$ cat src/rtl/tt_um_carlosgs99_div_8by4.sv
// Sequential restoring divider: 2*BITS-bit dividend / BITS-bit divisor.
// One quotient bit per enabled clock, start/busy/done handshake, results held
// until the next completion. ena=0 freezes every register.
// Optional macro DIV_ZERO_DETECT_EN: a zero divisor bypasses RUN and raises io_dz.
//
// state  | meaning
// IDLE   | waiting for io_start
// RUN    | shifting/subtracting, one quotient bit per enabled cycle
// DONE   | result valid, io_done high; io_start here starts the next operation

module tt_um_carlosgs99_div_8by4 #(
    parameter int BITS = 4
) (
    input  logic                clk,
    input  logic                rst_n,
    input  logic                ena,
    input  logic                io_start,
    input  logic [2*BITS-1:0]   io_dividend,
    input  logic [BITS-1:0]     io_divisor,
    output logic [2*BITS-1:0]   io_quotient,
    output logic [BITS-1:0]     io_remainder,
    output logic                io_busy,
    output logic                io_done,
    output logic                io_dz
);

    localparam int DW    = 2 * BITS;
    localparam int CNT_W = $clog2(DW);
    localparam logic [CNT_W-1:0] CNT_LAST = CNT_W'(DW - 1);

    typedef enum logic [1:0] {
        S_IDLE = 2'd0,
        S_RUN  = 2'd1,
        S_DONE = 2'd2
    } state_t;

    state_t state, state_nxt;

    logic [DW-1:0]    dvd;
    logic [BITS-1:0]  dvs;
    logic [BITS-1:0]  rem;
    logic [DW-1:0]    q;
    logic [CNT_W-1:0] cnt;
    logic [DW-1:0]    quo_r;
    logic [BITS-1:0]  rem_r;

    logic             accept;
    logic             start_zero;
    logic [BITS:0]    rw;
    logic             step_ge;
    logic [BITS-1:0]  rem_step;
    logic [DW-1:0]    q_step;

    assign accept = ena && io_start && (state == S_IDLE || state == S_DONE);

`ifdef DIV_ZERO_DETECT_EN
    assign start_zero = (io_divisor == '0);
`else
    assign start_zero = 1'b0;
`endif

    // One restoring step: bring down the next dividend bit, subtract if it fits
    always_comb begin
        rw       = {rem, dvd[DW-1]};
        step_ge  = (rw >= {1'b0, dvs});
        rem_step = rw[BITS-1:0];
        if (step_ge) begin
            rem_step = BITS'(rw - {1'b0, dvs});
        end
        q_step = {q[DW-2:0], step_ge};
    end

    // State register, frozen while ena is low
    always_ff @(posedge clk or negedge rst_n) begin
        if (!rst_n) begin
            state <= S_IDLE;
        end else if (ena) begin
            state <= state_nxt;
        end
    end

    // Next-state logic
    always_comb begin
        state_nxt = state;
        case (state)
            S_IDLE: begin
                if (io_start) begin
                    state_nxt = start_zero ? S_DONE : S_RUN;
                end
            end
            S_RUN: begin
                if (cnt == CNT_LAST) begin
                    state_nxt = S_DONE;
                end
            end
            S_DONE: begin
                if (io_start) begin
                    state_nxt = start_zero ? S_DONE : S_RUN;
                end else begin
                    state_nxt = S_IDLE;
                end
            end
            default: state_nxt = S_IDLE;
        endcase
    end

    // Handshake outputs decoded from the state
    always_comb begin
        io_busy = 1'b0;
        io_done = 1'b0;
        case (state)
            S_RUN:   io_busy = 1'b1;
            S_DONE:  io_done = 1'b1;
            default: ;
        endcase
    end

    // Operand capture, shift/subtract datapath and result registers
    always_ff @(posedge clk or negedge rst_n) begin
        if (!rst_n) begin
            dvd   <= '0;
            dvs   <= '0;
            rem   <= '0;
            q     <= '0;
            cnt   <= '0;
            quo_r <= '0;
            rem_r <= '0;
        end else if (ena) begin
            if (accept) begin
                dvd <= io_dividend;
                dvs <= io_divisor;
                rem <= '0;
                q   <= '0;
                cnt <= '0;
                // Zero-divisor bypass reproduces what the full algorithm would give
                if (start_zero) begin
                    quo_r <= '1;
                    rem_r <= io_dividend[BITS-1:0];
                end
            end else if (state == S_RUN) begin
                dvd <= dvd << 1;
                rem <= rem_step;
                q   <= q_step;
                cnt <= cnt + 1'b1;
                if (cnt == CNT_LAST) begin
                    quo_r <= q_step;
                    rem_r <= rem_step;
                end
            end
        end
    end

`ifdef DIV_ZERO_DETECT_EN
    logic dz_r;

    // Divide-by-zero flag: set by a zero-divisor start, cleared by any other start
    always_ff @(posedge clk or negedge rst_n) begin
        if (!rst_n) begin
            dz_r <= 1'b0;
        end else if (accept) begin
            dz_r <= start_zero;
        end
    end

    assign io_dz = dz_r;
`else
    assign io_dz = 1'b0;
`endif

    assign io_quotient  = quo_r;
    assign io_remainder = rem_r;

endmodule

$ cat config.mk
export PLATFORM = sky130hd
export DESIGN_NAME = tt_um_carlosgs99_div_8by4
export DESIGN_NICKNAME = d
export VERILOG_FILES = /design/src/rtl/tt_um_carlosgs99_div_8by4.sv
export SDC_FILE = /design/constraint.sdc
export NUM_CORES = 1
export LEC_CHECK = 0
export CORE_MARGIN = 5
export CORE_UTILIZATION = 50
export CTS_CLUSTER_DIAMETER = 150
export DETAILED_ROUTE_END_ITERATION = 7
export HOLD_SLACK_MARGIN = 0.02
export PLACE_DENSITY_LB_ADDON = 0.1
export SETUP_SLACK_MARGIN = 0.05
export SYNTH_ARGS = -nofsm -noshare
export SYNTH_HDL_FRONTEND = slang
export SYNTH_SLANG_ARGS = --single-unit
$ cat constraint.sdc
create_clock -name clk -period 2.65 [get_ports clk]
set_input_delay 0.53 -clock clk [delete_from_list [all_inputs] [get_ports clk]]
set_output_delay 0.53 -clock clk [all_outputs]
set_load 0.02 [all_outputs]
Word-level counts from Yosys, hierarchy flattened

Index checks and enable logic that the tools add are counted.

Add/sub/neg operators: 2
Magnitude comparators: 1
Equality and inequality tests: 5
Multiplexer cells: 15
Bitwise gates (word level): 1
Reductions and logical operators: 9

Operators by type and width:

| cell                  | number |
|---|---|
| $mux W8               | 2 |
| $mux W7               | 2 |
| $mux W4               | 3 |
| $mux W3               | 2 |
| $pmux W2 S3           | 1 |
| $ge A5 B4 Y1          | 1 |
| $mux W2               | 2 |
| $ne A2 B2 Y1 const B  | 2 |
| $reduce_and A2 Y1     | 2 |
| $reduce_and A4 Y1     | 1 |
| $sub A4 B4 Y4         | 1 |
| $add A3 B1 Y3 const B | 1 |
| $eq A3 B3 Y1 const B  | 1 |
| $mux W1               | 3 |
| $reduce_and A3 Y1     | 1 |
| $eq A2 B1 Y1 const B  | 1 |
| $eq A2 B2 Y1 const B  | 1 |
| $logic_and A1 B1 Y1   | 2 |
| $logic_not A2 Y1      | 1 |
| $reduce_bool A2 Y1    | 1 |
| $logic_or A1 B1 Y1    | 1 |
| $not A1 Y1            | 1 |

Register bits: 40
Bits of input ports: 16
Output and inout port bits: 15
Logic and storage cells: 41

Depth between registers and ports, before layout

Depth in word-level cells: 5
Depth in mapped cells: 7
Depth with buffers taken out: 7

Least setup slack after synthesis

OpenSTA, ideal clock, no wires.

Path kind: flip-flop to flip-flop
From: reg rem[1]
To: reg rem[0]
Setup time: 83 ps
Arrival: 1,701 ps
Required time: 2,567 ps
Path slack: 866 ps
Stages on the path, launching flop included: 7
Buffers on the path: 0
Period minus slack after synthesis: 1,784 ps
Path through: dfrtp_1 ha_1 a21oi_1 o21ai_1 a21boi_2 mux2_2 o21ai_0

Longest elaborated chain between the ends: 4

Ends and longest elaborated chain:

| item                   | line | RTL |
|---|---|---|
| start, declared        | 41   | `logic [BITS-1:0] rem;` |
| start signal, assigned | 142  | `rem <= rem_step;` |
| $ge A5 B4 Y1           | 65   | `step_ge = (rw >= {1'b0, dvs});` |
| $mux W4                | 67   | `if (step_ge) begin` |
| $mux W4                | 140  | `end else if (state == S_RUN) begin` |
| $mux W4                | 129  | `if (accept) begin` |

No other way between the ends. The select of a mux whose other input is x is not followed.
A chain may end at the register's enable or synchronous reset.

Worst setup path after layout

From: reg state[0]
To: out io_busy

Longest elaborated chain between the ends: 2

Ends and longest elaborated chain:

| item                   | line | RTL |
|---|---|---|
| start, declared        | 37   | `state_t state, state_nxt;` |
| start signal, assigned | 78   | `state <= state_nxt;` |
| $eq A2 B1 Y1           | 111  | `case (state)` |
| $mux W1                | 111  |  |
| end, declared          | 22   | `output logic io_busy,` |

No other way between the ends.

==> results.ini <==
[cells_and_area]
seqCellArea_um2 = 1000
final.fill_count = 291
layout-drive-gt1-share = 0.132
multiInputGateArea_um2 = 729
num_antenna_cells = 0
synthToLayoutAreaGrowth_pct = 21.2
final_cell_mix = 40 x dfrtp_1, 38 x nand2_1, 28 x clkdlybuf4s50_1
final_common_cell = dfrtp_1
finalNetCount = 219

[die]
io_pins = 31
dieWidth_um = 70.1
die_h_um = 70.1
start_util = 0.529
num_rows = 21
coreArea_um2 = 3420
dieArea_um2 = 4920

[logic_synthesis]
yosys.area.top_type = dfrtp_1
ys_ff_latch = 40
synth_area_leaders = dfrtp_1 55%, nand2_1 7.9%, mux2_2 5.6%, o21ai_0 4.4%, ha_1 4.2%
syn-cell-area_um2 = 1810
synth_cell_types = 33
synth_nets = 189
yosysWarningCount = 0
postSynthCellCount = 166
ys_seq_area_frac = 0.554
synth_top_area_share = 0.554
avgSynthCellArea_um2 = 10.9

[clock_network]
ctsHoldBuffers = 0
insertion_delay_ns = 0.36
cts_max_path_buffers = 2
cts_tree = done
cts.clk_slew.worst_paths_ns = 0.14
numCtsBuffers = 5
clock_sinks = 40
htree_levels = 2
post_cts_buffers = 0
cts-root-buf = clkbuf_4
cts_resized = 0

[global_route]
grt_overflow_total = 0
first_global_vias = 1341
track_usage = 0.159
grt_pass1_wl_mm = 6.06
grt_max_degree = 41
antenna_found_initial = 0

[route]
vias_per_cell = 5.27
drtPass1Iterations = 5
drc = 0
ant_nets = 0
wl_per_cell_um = 14.1
dr_total_vias = 1280
drt_iter0_markers = 56
totalWireLength_mm = 3.43

[worst_hold_path]
worst_hold_path_type = in -> async

[setup_path]
required_ns = 2.12
path_class = reg -> out
endpoint_kind = primary output
cp_max_fo = 4
critical_path_arrival_ns = 1.58
critPathLaunchType = flop

[pwr]
ir_worst_vdd_uv = 588
p_leak_nw = 1.04
p_per_area_nw_per_um2 = 1190

[placement]
hpwl_mm = 2.45
place.gp.congestion = 0.784
port_buffers = 29

[sta]
rsz0062_at_grt = no
clock_skew_ns = 0.0170
whs_ns = 0.265
period_share = 0.795
worst_slew_pin_slew_ns = 0.852
fmax_mhz = 475
hold_viol = 0
setup_violations = 0
drv_slew = 0
slew_headroom = 0.432
setup-tns-final_ns = 0
period_minus_slack_ns = 2.11

[outcome]
status = finished, final reports clean

[run]
max_cap_viol_count = 0

## stage by stage
step           utilization  cells  setup slack [ns]  instance area, um^2  total power [W]
2_1_floorplan            -    166             0.866                 1810          0.00184
3_3_place_gp         0.617    235             0.648                 2110          0.00216
3_5_place_dp         0.617    235             0.596                 2110          0.00221
4_1_cts              0.642    243             0.535                 2190          0.00263
5_1_grt              0.642    243             0.414                 2190          0.00282
6_report             0.642    243             0.543                 2190          0.00260
## logic make-up after synthesis
family	after synthesis	synth area share
adders and majority gates	7	0.0526
DFF	40	0.554
buffers and inverters	14	0.0429
and+or+nand+nor	51	0.128
muxes	12	0.0754
xor gates and xnor gates	1	0.00485
other	1	0.00207
AOI/OAI and AO/OA	40	0.140
## Yosys cell counts, drive strengths merged
| library cell | number |
|---|---|
| a22o | 6 |
| o311a | 1 |
| mux2 | 10 |
| nor2b | 2 |
| clkbuf | 2 |
| o211ai | 1 |
| a21o | 1 |
| nor2 | 5 |
| xor2 | 1 |
| o21ai | 17 |
| a21oi | 7 |
| or2 | 1 |
| nand2 | 39 |
| fa | 1 |
| a21boi | 1 |
| ha | 6 |
| a22oi | 6 |
| mux2i | 2 |
| and2 | 1 |
| buf | 5 |
| nand3 | 2 |
| nand4 | 1 |
| conb | 1 |
| inv | 7 |
| dfrtp | 40 |
## layout make-up
class	instances	share of cell area
Clock inverter	3	0.0217
Multi-Input combinational cell	112	0.333
Clock buffer	5	0.0171
Timing Repair Buffer	30	0.134
Sequential cell	40	0.457
Tap cell	46	0.0263
Inverter	7	0.0120
## critical path: stages (launching register included)
cell and delay (ns):
dfrtp_1 0.42, nor2b_4 0.18, clkdlybuf4s50_1 0.61
## worst paths after layout
path | from | to | slack [ns] | cells after the start
worst max-delay path | state[0]$_DFFE_PN0P_ | io_busy | 0.54 | 2
worst min-delay path | rst_n | io_remainder[3]$_DFFE_PN0P_ | 0.27 | 1
worst max register to register | rem[1]$_DFFE_PN0P_ | io_remainder[0]$_DFFE_PN0P_ | 0.62 | 6
worst min register to register | io_quotient[0]$_DFFE_PN0P_ | io_quotient[0]$_DFFE_PN0P_ | 0.49 | 2
max in group asynchronous | rst_n | cnt[1]$_DFFE_PN0P_ | 1.85 | 1
min in group clk | io_quotient[0]$_DFFE_PN0P_ | io_quotient[0]$_DFFE_PN0P_ | 0.49 | 2
## per-layer routing
metal  part of all wire  global-route usage
met5                  0                   0
met4              0.021              0.0574
met3              0.038              0.0588
met2               0.50               0.263
met1               0.44               0.189
## registers in the layout, summed over array words and instances (netlist names)
register	cells
dvd	8
q	7
io_quotient	8
state	2
dvs	4
io_remainder	4
rem	4
cnt	3
## power by group
part,internal [W],switching (W)
clock,0.000202,0.000213
sequential,0.000862,0.000160
combinational,0.000543,0.000625
(Power assumes the default switching activity.)
